==> src/rtl/pipeline_ctrl.sv <==
// Pipeline sequencer for a 5-stage core: drives PC and latch enables/flushes from
// cache handshakes, load-use hazards, EX redirects and the WB halt flag.
module pipeline_ctrl #(
    parameter int REG_W = 5,
    parameter int CNT_W = 16
) (
    input  logic             clk,
    input  logic             rst,
    input  logic             ihit,
    input  logic             dhit,
    input  logic             mem_dren,
    input  logic             mem_dwen,
    input  logic             idex_memread,
    input  logic [REG_W-1:0] idex_rt,
    input  logic [REG_W-1:0] ifid_rs,
    input  logic [REG_W-1:0] ifid_rt,
    input  logic             ex_redirect,
    input  logic             wb_halt,
    output logic             pc_en,
    output logic             ifid_en,
    output logic             idex_en,
    output logic             exmem_en,
    output logic             memwb_en,
    output logic             ifid_flush,
    output logic             idex_flush,
    output logic             halt,
    output logic [CNT_W-1:0] stall_cnt
);

    typedef enum logic {RUN, HALTED} state_t;

    state_t state;
    logic   ihit_pend;

    logic dreq;
    logic ihit_ok;
    logic running;
    logic advance;
    logic load_use;

    // Gating on rst drops every enable the moment reset rises, even mid-stall.
    assign running  = (state == RUN) && !rst;
    assign dreq     = mem_dren | mem_dwen;
    assign ihit_ok  = ihit | ihit_pend;
    assign advance  = running & ihit_ok & (!dreq | dhit);
    assign load_use = idex_memread && (idex_rt != '0) &&
                      ((idex_rt == ifid_rs) || (idex_rt == ifid_rt));
    assign halt     = (state == HALTED);

    always_comb begin
        pc_en      = advance;
        ifid_en    = advance;
        idex_en    = advance;
        exmem_en   = advance;
        memwb_en   = advance;
        ifid_flush = 1'b0;
        idex_flush = 1'b0;
        if (advance && ex_redirect) begin
            ifid_flush = 1'b1;
            idex_flush = 1'b1;
        end else if (advance && load_use) begin
            // Hold PC and IF/ID so the dependent instruction re-issues behind a bubble.
            pc_en      = 1'b0;
            ifid_en    = 1'b0;
            idex_flush = 1'b1;
        end
    end

    always_ff @(posedge clk or posedge rst) begin
        if (rst) begin
            state     <= RUN;
            ihit_pend <= 1'b0;
            stall_cnt <= '0;
        end else if (state == RUN) begin
            if (!advance && (stall_cnt != {CNT_W{1'b1}}))
                stall_cnt <= stall_cnt + 1'b1;
            // An early ihit is remembered until the dmem access lets the pipe move.
            if (advance || wb_halt)
                ihit_pend <= 1'b0;
            else if (ihit && dreq && !dhit)
                ihit_pend <= 1'b1;
            if (wb_halt)
                state <= HALTED;
        end
    end

endmodule

==> config.mk <==
export PLATFORM = sky130hd
export DESIGN_NAME = pipeline_ctrl
export DESIGN_NICKNAME = d
export VERILOG_FILES = /design/src/rtl/pipeline_ctrl.sv
export SDC_FILE = /design/constraint.sdc
export NUM_CORES = 1
export LEC_CHECK = 0
export BUFFER_PORTS_ARGS = -buffer_cell sky130_fd_sc_hd__buf_2
export CAP_MARGIN = 20
export CORE_MARGIN = 5
export CORE_UTILIZATION = 40
export DETAILED_ROUTE_END_ITERATION = 7
export PLACE_DENSITY = 0.75
export SKIP_CTS_REPAIR_TIMING = 1
export SLEW_MARGIN = 10
export SYNTH_ARGS = -nofsm -noshare
export SYNTH_HDL_FRONTEND = slang
export SYNTH_SLANG_ARGS = --single-unit
==> constraint.sdc <==
create_clock -name clk -period 2.45 [get_ports clk]
set_input_delay 0 -clock clk [delete_from_list [all_inputs] [get_ports clk]]
set_output_delay 0 -clock clk [all_outputs]
set_load 0.01 [all_outputs]
== Word level (Yosys, flattened, before mapping) ==
Cells that the tools add are included.
Widths: inputs -> output; s select.

* Flip-flop bits (word level): 18
* Latch bits: 0
* Bits in writable memories: 0
* Bits in read-only memories: 0
* Input port bits: 24
* Output and inout port bits: 24
* Logic and storage cells: 40
* Memories: 0

* $add $sub $neg: 1
* Multiply operators: 0
* Divide/modulo/power cells: 0
* $lt $le $gt $ge: 0
* Eq/ne operators: 3
* Shifts and indexed selects: 0
* Mux-type cells: 9
* Bitwise gates (word level): 6
* Reduce and logical (&&, ||, !) cells: 18

{| class="wikitable"
|+ Operators with widths
! operator !! count
|-
| $add 16x1->16 const B || 1
|-
| $ne 16x16->1 const B || 1
|-
| $eq 5x5->1 || 2
|-
| $mux 1 || 9
|-
| $logic_and 1x1->1 || 8
|-
| $reduce_bool 5->1 || 1
|-
| $logic_not 1->1 || 4
|-
| $reduce_and 2->1 || 2
|-
| $or 1x1->1 || 3
|-
| $and 1x1->1 || 2
|-
| $logic_or 1x1->1 || 2
|-
| $reduce_bool 2->1 || 1
|-
| $not 1->1 || 1
|}

== Longest topological paths before layout ==
Gate-level depths: netlist of run 1.

* Word-level depth: 7
* Mapped depth: 6
* Gate-level depth less buffers: 5

== Least setup slack after synthesis of run 1 ==
OpenSTA, ideal clock, no wires.

* Kind: reg-to-reg
* From: register stall_cnt[0]
* To: register stall_cnt[14]
* Data arrival time: 1.555 ns
* Path slack: 0.770 ns
* Cell stages (with the launch flop): 6
* Path buffers: 0
* Cells stage by stage: dfrtp_1 ha_1 nand3_1 or2_4 nor3_1 mux2_2

* Word-level cells in the longest chain between the ends: 3
* Elaborated cells between the ends (all ways): 4

{| class="wikitable"
|+ RTL lines
! item !! line !! RTL
|-
| from (decl) || 27 || <nowiki>output logic [CNT_W-1:0] stall_cnt</nowiki>
|-
| from (signal assigned) || 76 || <nowiki>stall_cnt <= stall_cnt + 1'b1;</nowiki>
|-
| branches (longest 3 deep; another with $add 16x1->16) || n/a ||
|}

Parallel ways; which one is timed is not known.
A chain may end at the register's enable or synchronous reset.

== Worst setup path in the final report of run 1 ==
* From: input port rst
* To: output port idex_flush

* Word-level cells in the longest chain between the ends: 7
* Elaborated cells between the ends (all ways): 8

{| class="wikitable"
|+ RTL lines
! item !! line !! RTL
|-
| from (decl) || 8 || <nowiki>input logic rst,</nowiki>
|-
| $logic_not 1->1 (no source line) (*) || n/a ||
|-
| $logic_and 1x1->1 (*) || 42 || <nowiki>assign running = (state == RUN) && !rst;</nowiki>
|-
| $and 1x1->1 (*) (2 in series) || 45 || <nowiki>assign advance = running & ihit_ok & (!dreq | dhit);</nowiki>
|-
| $logic_and 1x1->1 || 61 || <nowiki>end else if (advance && load_use) begin</nowiki>
|-
| $mux 1 || 61 ||
|-
| $mux 1 (*) || 58 || <nowiki>if (advance && ex_redirect) begin</nowiki>
|-
| to (decl) || 25 || <nowiki>output logic idex_flush,</nowiki>
|}

Every way passes the cells marked *; elsewhere a longest branch is shown, timed or not.

==> impl_metrics.py, run 1 <==
metrics = {
    "synth": {
        "synth_area_leaders": "dfrtp_1 41%, xor2_1 18%, nor3_1 5.5%, nor4_2 3.4%, nand4_1 2.9%",
        "async_reset_ff_frac": 1.00,
        "syn_area_per_cell_um2": 10.1,
        "yosysTopAreaCellShare": 0.411,
        "yosys_warnings": 0,
        "synthesis.area_mm2": 0.00110,
        "yosysUniqueCellTypes": 33,
        "yosys.area.top_type": "dfrtp_1",
        "ys.flop_type": "dfrtp_1",
        "seq_area_frac_synth": 0.411,
        "synthCells": 108,
        "synth_edf_count": 0,
        "syn_nets": 133,
        "synth_seq_cells": 18,
    },
    "layout": {
        "stdcell_count": 189,
        "areaGrowthSynthToFinish_pct": 28.1,
        "fin_nets": 184,
        "drive_above_1_share": 0.380,
        "antenna_cells": 0,
        "fill_cells": 255,
        "layout_common_cells": "47 x buf_2, 23 x xor2_1, 18 x dfrtp_1, 12 x nor3_1, 7 x nand2_1",
        "final_common_cell": "buf_2",
    },
    "setup_path": {
        "worstPathMaxFanout": 6,
        "worstReg2RegEnd": "stall_cnt[2]$_DFFE_PP0P_",
        "crit_family": "buffers and inverters",
        "r2r-start": "stall_cnt[0]$_DFFE_PP0P_",
        "reg2regPathDepth": 6,
        "path_buf_inv": 3,
        "critPathArrivalTime_ns": 1.80,
        "worstSetupStartpointType": "input port",
        "crit_required_ns": 2.45,
        "criticalPathCategory": "in2out",
        "end_kind": "output port",
        "r2r_slack_ns": 0.72,
        "critical_path.cell_chain": "dlygate4sd3_1, buf_2, o21bai_1, nor3_1, o211ai_1, o21bai_1, buf_2",
        "critical_path.slowest_cell": "dlygate4sd3_1",
        "cp_slowest_stage_delay_ns": 0.53,
    },
    "global_route": {
        "busiest_layer": "met2",
        "grt_use_total": 0.140,
        "use_met2": 0.250,
        "grt_pass1_vias": 1024,
        "gr-usage-met1": 0.145,
        "grt_max_degree": 19,
        "grt_pass1_wl_mm": 4.50,
        "grt-ovfl-total": 0,
        "antenna_found_initial": 0,
        "met3_usage": 0.0468,
    },
    "sta": {
        "fmax_ghz": 0.555,
        "rsz0062_at_grt": "false",
        "fin_skew_ns": 0.00898,
        "fin_hold_ws_ns": 0.113,
        "fin_crit_sh": 0.736,
        "finalSetupViolCount": 0,
        "tightest_slew_ns": 0.676,
        "finalHoldViolCount": 0,
        "finalMaxSlewViolations": 0,
        "relSlewSlack": 0.549,
        "tns_ns": 0,
        "fin_crit_ns": 1.80,
    },
    "clock_tree": {
        "clk_latency_ns": 0.30,
        "clkTransAtPathRegs_ns": 0.09,
        "cts_tree": "yes",
        "cts_buffers": 3,
        "cts_buffer_depth": 2,
        "cts_sinks": 18,
        "root_buffer": "clkbuf_4",
        "cts.htree.levels": 1,
    },
    "run": {
        "maxCapViolCount": 0,
    },
    "min_path": {
        "hold_end": "ihit_pend$_DFFE_PP0P_",
        "holdPathStages": 4,
        "hp-class": "in2reg",
        "min_from": "ihit",
    },
    "detailed_routing": {
        "drc": 0,
        "drt_iter0_markers": 28,
        "viasPerCell": 5.20,
        "dr.pass1.iters": 4,
        "wl_mm": 2.58,
        "vias": 982,
        "final_antenna_net_count": 0,
        "wire_per_inst_um": 13.7,
    },
    "placement": {
        "portBuffers": 47,
        "dp_hpwl_mm": 2.02,
        "placedCellCount": 183,
        "place_congestion": 0.839,
    },
    "floorplan": {
        "dieArea_mm2": 0.00389,
        "start_util": 0.408,
        "die_w_um": 62.3,
        "row_count": 19,
        "coreArea_mm2": 0.00269,
        "ios": 48,
        "die_h_um": 62.3,
    },
    "pwr": {
        "swShare": 0.266,
        "power_frac_seq": 0.542,
        "max-vdd-ir-drop_mv": 0.461,
        "p_clk_frac": 0.299,
        "power_density_mw_per_mm2": 438,
        "p_sw_uw": 164,
        "p_int_uw": 451,
        "p_comb_frac": 0.159,
        "p_leak_uw": 0.000651,
    },
    "outcome": {
        "outcome": "complete, no violations",
    },
}
## state kept, by name (all words and copies together), names as in the netlist
signal	cells
stall_cnt	16
halt	1
ihit_pend	1
## final cells by class
cell class,instances,area [µm²],area share
clock buffers,4,36.3,0.0258
inverters,1,3.75,0.00267
multi-input cells,85,612,0.436
flip-flops and latches,18,450,0.321
well taps,31,38.8,0.0276
repair buffers,50,263,0.187
## power groups by stage
stage | clock network [µW] | registers, µW | logic, µW
after global placement | 0 | 336 | 93.9
final | 184 | 333 | 98.0
after detailed placement | 0 | 339 | 96.6
after floorplan | 0 | 342 | 41.5
after global routing | 210 | 336 | 109
after CTS | 195 | 333 | 97.1
## how the worst max path moves through the flow
stage | slack [ns] | end | from | cells past startpoint
floorplan | 0.77 | stall_cnt[14]$_DFFE_PP0P_ | stall_cnt[0]$_DFFE_PP0P_ | 5
global placement | 0.78 | stall_cnt[14]$_DFFE_PP0P_ | stall_cnt[0]$_DFFE_PP0P_ | 5
detailed placement | 0.74 | stall_cnt[2]$_DFFE_PP0P_ | stall_cnt[0]$_DFFE_PP0P_ | 6
CTS | 0.68 | idex_flush | ihit_pend$_DFFE_PP0P_ | 5
global route | 0.49 | idex_flush | rst | 7
finish | 0.65 | idex_flush | rst | 7
## cell families after synthesis
logic type               synth area share
AO/OA/AOI/OAI                      0.0982
XOR/XNOR                            0.184
adder cells (fa/ha/maj)            0.0114
buffers and inverters              0.0308
flip-flops                          0.411
multiplexers                       0.0205
AND/OR/NAND/NOR                     0.244
## metrics by stage
step	total power [µW]	setup WS (ns)	area [µm²]	util
floorplan	384	0.770	1100	-
global placement	430	0.783	1350	0.502
detailed placement	435	0.735	1350	0.502
CTS	625	0.677	1380	0.515
global route	655	0.491	1400	0.523
finish	615	0.648	1400	0.523
## synth_stat cells, types with 2 or more instances
cell type   n
dfrtp_1    18
nand4_1     5
buf_4       4
o21ai_0     4
xor2_1     23
nor3_1     12
nor2_1      4
nor4_2      3
o211ai_1    2
nand3_1     2
nand2_1     7
o21bai_1    2
and3_1      2
## worst register-to-register path: stages (launching register included)
cell and delay, ns:
dfrtp_1 0.43, ha_1 0.19, nand3_1 0.15, nor4_2 0.35
buf_4 0.23, nor3b_1 0.08, xor2_1 0.17
## metal layers
metal  up-vias  part of all wire
met4         0             0.017
met5         -                 0
met1       472              0.41
met2        18              0.52
met3         5             0.048
li1        487                 -
No activity file was read; power rests on OpenSTA's default activity.
==> inputs of run 2 (changes only) <==
- clock period: 2.45 -> 1.7 ns (I/O delays scaled with it)
==> impl_metrics.py, run 2 (same netlist as run 1, synthesis figures left out) <==
metrics = {
    "floorplan": {
        "start_util": 0.408,
        "die_w_um": 62.3,
        "ios": 48,
        "row_count": 19,
        "dieArea_mm2": 0.00389,
        "die_h_um": 62.3,
        "coreArea_mm2": 0.00269,
    },
    "global_route": {
        "grt_pass1_wl_mm": 4.42,
        "grt_max_degree": 19,
        "grt_pass1_vias": 965,
        "grt_use_total": 0.139,
        "grt-ovfl-total": 0,
        "antenna_found_initial": 0,
    },
    "sta": {
        "fin_crit_sh": 0.960,
        "fin_crit_ns": 1.63,
        "finalMaxSlewViolations": 0,
        "finalHoldViolCount": 0,
        "relSlewSlack": 0.551,
        "fmax_ghz": 0.613,
        "finalSetupViolCount": 0,
        "tightest_slew_ns": 0.672,
        "fin_skew_ns": 0.00595,
        "rsz0062_at_grt": "true",
    },
    "outcome": {
        "outcome": "complete, no violations",
    },
    "setup_path": {
        "worstPathMaxFanout": 4,
        "cp.depth": 5,
        "criticalPathCategory": "reg2reg",
        "r2r_slack_ns": 0.07,
        "endpoint": "stall_cnt[14]$_DFFE_PP0P_",
        "worstSetupStartpointType": "register",
        "r2r-start": "stall_cnt[0]$_DFFE_PP0P_",
        "end_kind": "register",
        "crit_family": "simple AND/OR/NAND/NOR gates",
        "crit_path_start": "stall_cnt[0]$_DFFE_PP0P_",
        "worstReg2RegEnd": "stall_cnt[14]$_DFFE_PP0P_",
        "critical_path.cell_chain": "ha_1, nand3_1, or2_4, nor3_1, mux2_2",
        "path_buf_inv": 0,
        "cp_slowest_stage_delay_ns": 0.36,
        "reg2regPathDepth": 5,
        "critical_path.slowest_cell": "dfrtp_1",
        "crit_required_ns": 1.90,
        "critPathArrivalTime_ns": 1.83,
    },
    "clock_tree": {
        "clk_latency_ns": 0.30,
        "clkTransAtPathRegs_ns": 0.11,
        "cts.htree.levels": 1,
        "cts_buffers": 3,
        "cts_buffer_depth": 2,
        "cts_sinks": 18,
        "cts_tree": "yes",
        "root_buffer": "clkbuf_4",
    },
    "detailed_routing": {
        "drc": 0,
        "drt_iter0_markers": 33,
        "wl_mm": 2.75,
        "wire_per_inst_um": 14.2,
        "viasPerCell": 5.31,
        "vias": 1025,
        "dr.pass1.iters": 4,
        "final_antenna_net_count": 0,
    },
    "layout": {
        "layout_common_cells": "47 x buf_2, 23 x xor2_1, 18 x dfrtp_1, 11 x nor3_1, 7 x nand2_1",
        "fin_nets": 188,
        "largest_reg_flops": 16,
        "final_area_mm2": 0.00145,
        "regArea_um2": 450,
        "areaGrowthSynthToFinish_pct": 32.2,
        "stdcell_count": 193,
        "multiInputGateArea_um2": 627,
        "final_common_cell": "buf_2",
        "antenna_cells": 0,
        "fill_cells": 251,
        "drive_above_1_share": 0.407,
        "largest-register": "stall_cnt",
    },
    "placement": {
        "dp_hpwl_mm": 2.16,
        "portBuffers": 47,
        "placedCellCount": 187,
        "dpl_cell_area_mm2": 0.00138,
        "place_congestion": 0.861,
    },
    "run": {
        "maxCapViolCount": 0,
    },
    "pwr": {
        "max-vdd-ir-drop_mv": 0.552,
        "p_leak_uw": 0.000677,
        "power_density_mw_per_mm2": 629,
    },
    "min_path": {
        "min_from": "ihit",
        "holdPathStages": 4,
        "hp-class": "in2reg",
    },
}
-- run 2: final cells by class --
cell class                 instances  area share
inverter                           1     0.00259
clock buffer                       4      0.0250
timing repair buffer              54       0.202
multi-input combinational         85       0.433
sequential                        18       0.311
tap                               31      0.0268
-- run 2: where the power goes --
group          internal [µW]  leakage [µW]  switching, µW
registers                450      0.000207           19.1
logic                   86.0      0.000450           88.5
clock network            131     0.0000210            138
total                    666      0.000677            245
-- run 2: metrics by stage --
stage	util	hold slack [ns]	setup WS [ns]	setup TNS, ns	power, µW
finish	0.539	0.119	0.0683	0	912
global route	0.539	0.126	-0.0188	-0.0753	964
CTS	0.526	-0.170	-0.0628	-0.0628	918
detailed placement	0.513	0.155	0.0630	0	648
global placement	0.513	0.140	0.113	0	638
floorplan	-	-0.0614	0.0201	0	553
-- run 2: worst reg2reg max path, stage by stage, from the launching register on --
cell and delay (ns):
dfrtp_1 0.36, ha_1 0.16, nand3_1 0.15, or2_4 0.31, nor3_1 0.19, mux2_2 0.36
-- run 2: routing by layer --
layer | track usage | routed length (µm)
met4 | 0.0743 | 87
met2 | 0.234 | 1430
met3 | 0.0505 | 138
met5 | 0 | 0
met1 | 0.151 | 1090
-- run 2: worst min path at each step --
stage / slack [ns] / to
floorplan: -0.06 / halt$_DFF_PP0_
global placement: 0.14 / ihit_pend$_DFFE_PP0P_
detailed placement: 0.16 / stall_cnt[5]$_DFFE_PP0P_
CTS: -0.17 / stall_cnt[7]$_DFFE_PP0P_
global route: 0.13 / ihit_pend$_DFFE_PP0P_
finish: 0.12 / ihit_pend$_DFFE_PP0P_
==> inputs of run 3 (changes only) <==
- clock period: 1.7 -> 2 ns (I/O delays scaled with it)
==> impl_metrics.py, run 3 (same netlist as run 1, synthesis figures left out) <==
metrics = {
    "clock_tree": {
        "cts_tree": "yes",
        "cts_buffer_depth": 2,
        "cts_buffers": 3,
        "root_buffer": "clkbuf_4",
        "clk_latency_ns": 0.30,
        "clkTransAtPathRegs_ns": 0.10,
        "cts_sinks": 18,
        "cts.htree.levels": 1,
    },
    "setup_path": {
        "end_kind": "output port",
        "critPathArrivalTime_ns": 1.83,
        "crit_required_ns": 2.00,
        "r2r-start": "stall_cnt[0]$_DFFE_PP0P_",
        "r2r_slack_ns": 0.31,
        "criticalPathCategory": "in2out",
        "reg2regPathDepth": 5,
        "worstSetupStartpointType": "input port",
        "worstReg2RegEnd": "stall_cnt[14]$_DFFE_PP0P_",
        "worstPathMaxFanout": 6,
    },
    "global_route": {
        "grt_pass1_wl_mm": 4.33,
        "grt_max_degree": 19,
        "grt-ovfl-total": 0,
        "antenna_found_initial": 0,
        "grt_use_total": 0.136,
        "grt_pass1_vias": 1001,
    },
    "sta": {
        "finalSetupViolCount": 0,
        "finalMaxSlewViolations": 0,
        "tightest_slew_ns": 0.672,
        "relSlewSlack": 0.551,
        "fin_skew_ns": 0.00626,
        "fin_crit_ns": 1.83,
        "fin_crit_sh": 0.915,
        "fmax_ghz": 0.546,
        "tns_ns": 0,
        "finalHoldViolCount": 0,
        "rsz0062_at_grt": "false",
    },
    "run": {
        "maxCapViolCount": 0,
    },
    "floorplan": {
        "dieArea_mm2": 0.00389,
        "start_util": 0.408,
        "die_h_um": 62.3,
        "coreArea_mm2": 0.00269,
        "ios": 48,
        "row_count": 19,
        "die_w_um": 62.3,
    },
    "detailed_routing": {
        "vias": 989,
        "dr.pass1.iters": 4,
        "drc": 0,
        "final_antenna_net_count": 0,
        "drt_iter0_markers": 28,
        "wire_per_inst_um": 13.5,
        "wl_mm": 2.56,
        "viasPerCell": 5.23,
    },
    "placement": {
        "portBuffers": 47,
        "place_congestion": 0.835,
        "dp_hpwl_mm": 2.03,
        "placedCellCount": 183,
    },
    "min_path": {
        "hp-class": "in2reg",
        "min_from": "ihit",
        "holdPathStages": 4,
        "hold_end": "ihit_pend$_DFFE_PP0P_",
    },
    "layout": {
        "fin_nets": 184,
        "antenna_cells": 0,
        "stdcell_count": 189,
        "drive_above_1_share": 0.380,
        "layout_common_cells": "47 x buf_2, 23 x xor2_1, 18 x dfrtp_1, 12 x nor3_1, 7 x nand2_1",
        "largest-register": "stall_cnt",
        "areaGrowthSynthToFinish_pct": 28.1,
        "largest_reg_flops": 16,
        "final_common_cell": "buf_2",
    },
    "pwr": {
        "power_density_mw_per_mm2": 535,
        "max-vdd-ir-drop_mv": 0.525,
        "p_leak_uw": 0.000651,
    },
    "outcome": {
        "outcome": "complete, no violations",
    },
}
[run 3: cell types whose count changed in the layout (fill, tap and decap cells not counted), sizes merged]
| cell | previous run | this run |
|---|---|---|
| buf | 52 | 48 |
[run 3: worst max-delay path, cell delays in order]
cell	delay [ns]
dlygate4sd3_1	0.53
buf_2	0.13
o21bai_1	0.22
nor3_1	0.46
and2_1	0.22
o21bai_1	0.11
buf_2	0.15
[run 3: worst max path at each step]
stage,startpoint,end,cells past startpoint
finish,rst,idex_flush,7
global route,rst,idex_flush,7
CTS,ihit_pend$_DFFE_PP0P_,idex_flush,5
detailed placement,stall_cnt[0]$_DFFE_PP0P_,stall_cnt[14]$_DFFE_PP0P_,5
global placement,stall_cnt[0]$_DFFE_PP0P_,stall_cnt[14]$_DFFE_PP0P_,5
floorplan,stall_cnt[0]$_DFFE_PP0P_,stall_cnt[14]$_DFFE_PP0P_,5
[run 3: report_power, final]
group	total (µW)	switching, µW	internal [µW]
combinational	120	60.8	58.9
clock	224	113	111
sequential	406	24.1	382
total	751	198	552
[run 3: per-layer routing]
| metal | global-route usage | wire [µm] |
|---|---|---|
| met5 | 0 | 0 |
| met4 | 0.0769 | 46 |
| met3 | 0.0432 | 117 |
| met1 | 0.145 | 1080 |
| met2 | 0.234 | 1320 |
[run 3: through the flow]
step	util	hold slack, ns	worst slack, ns	total power, µW	area, µm²
floorplan	-	-0.0614	0.320	470	1100
global placement	0.502	0.137	0.339	526	1350
detailed placement	0.502	0.155	0.310	533	1350
CTS	0.515	-0.183	0.231	762	1380
global route	0.523	0.119	0.0611	795	1400
finish	0.523	0.107	0.170	751	1400
[run 3: layout make-up]
type,count,area [µm²]
Timing Repair Buffer,50,263
Multi-Input combinational cell,85,612
Clock buffer,4,36.3
Inverter,1,3.75
Tap cell,31,38.8
Fill cell,259,1280
Sequential cell,18,450
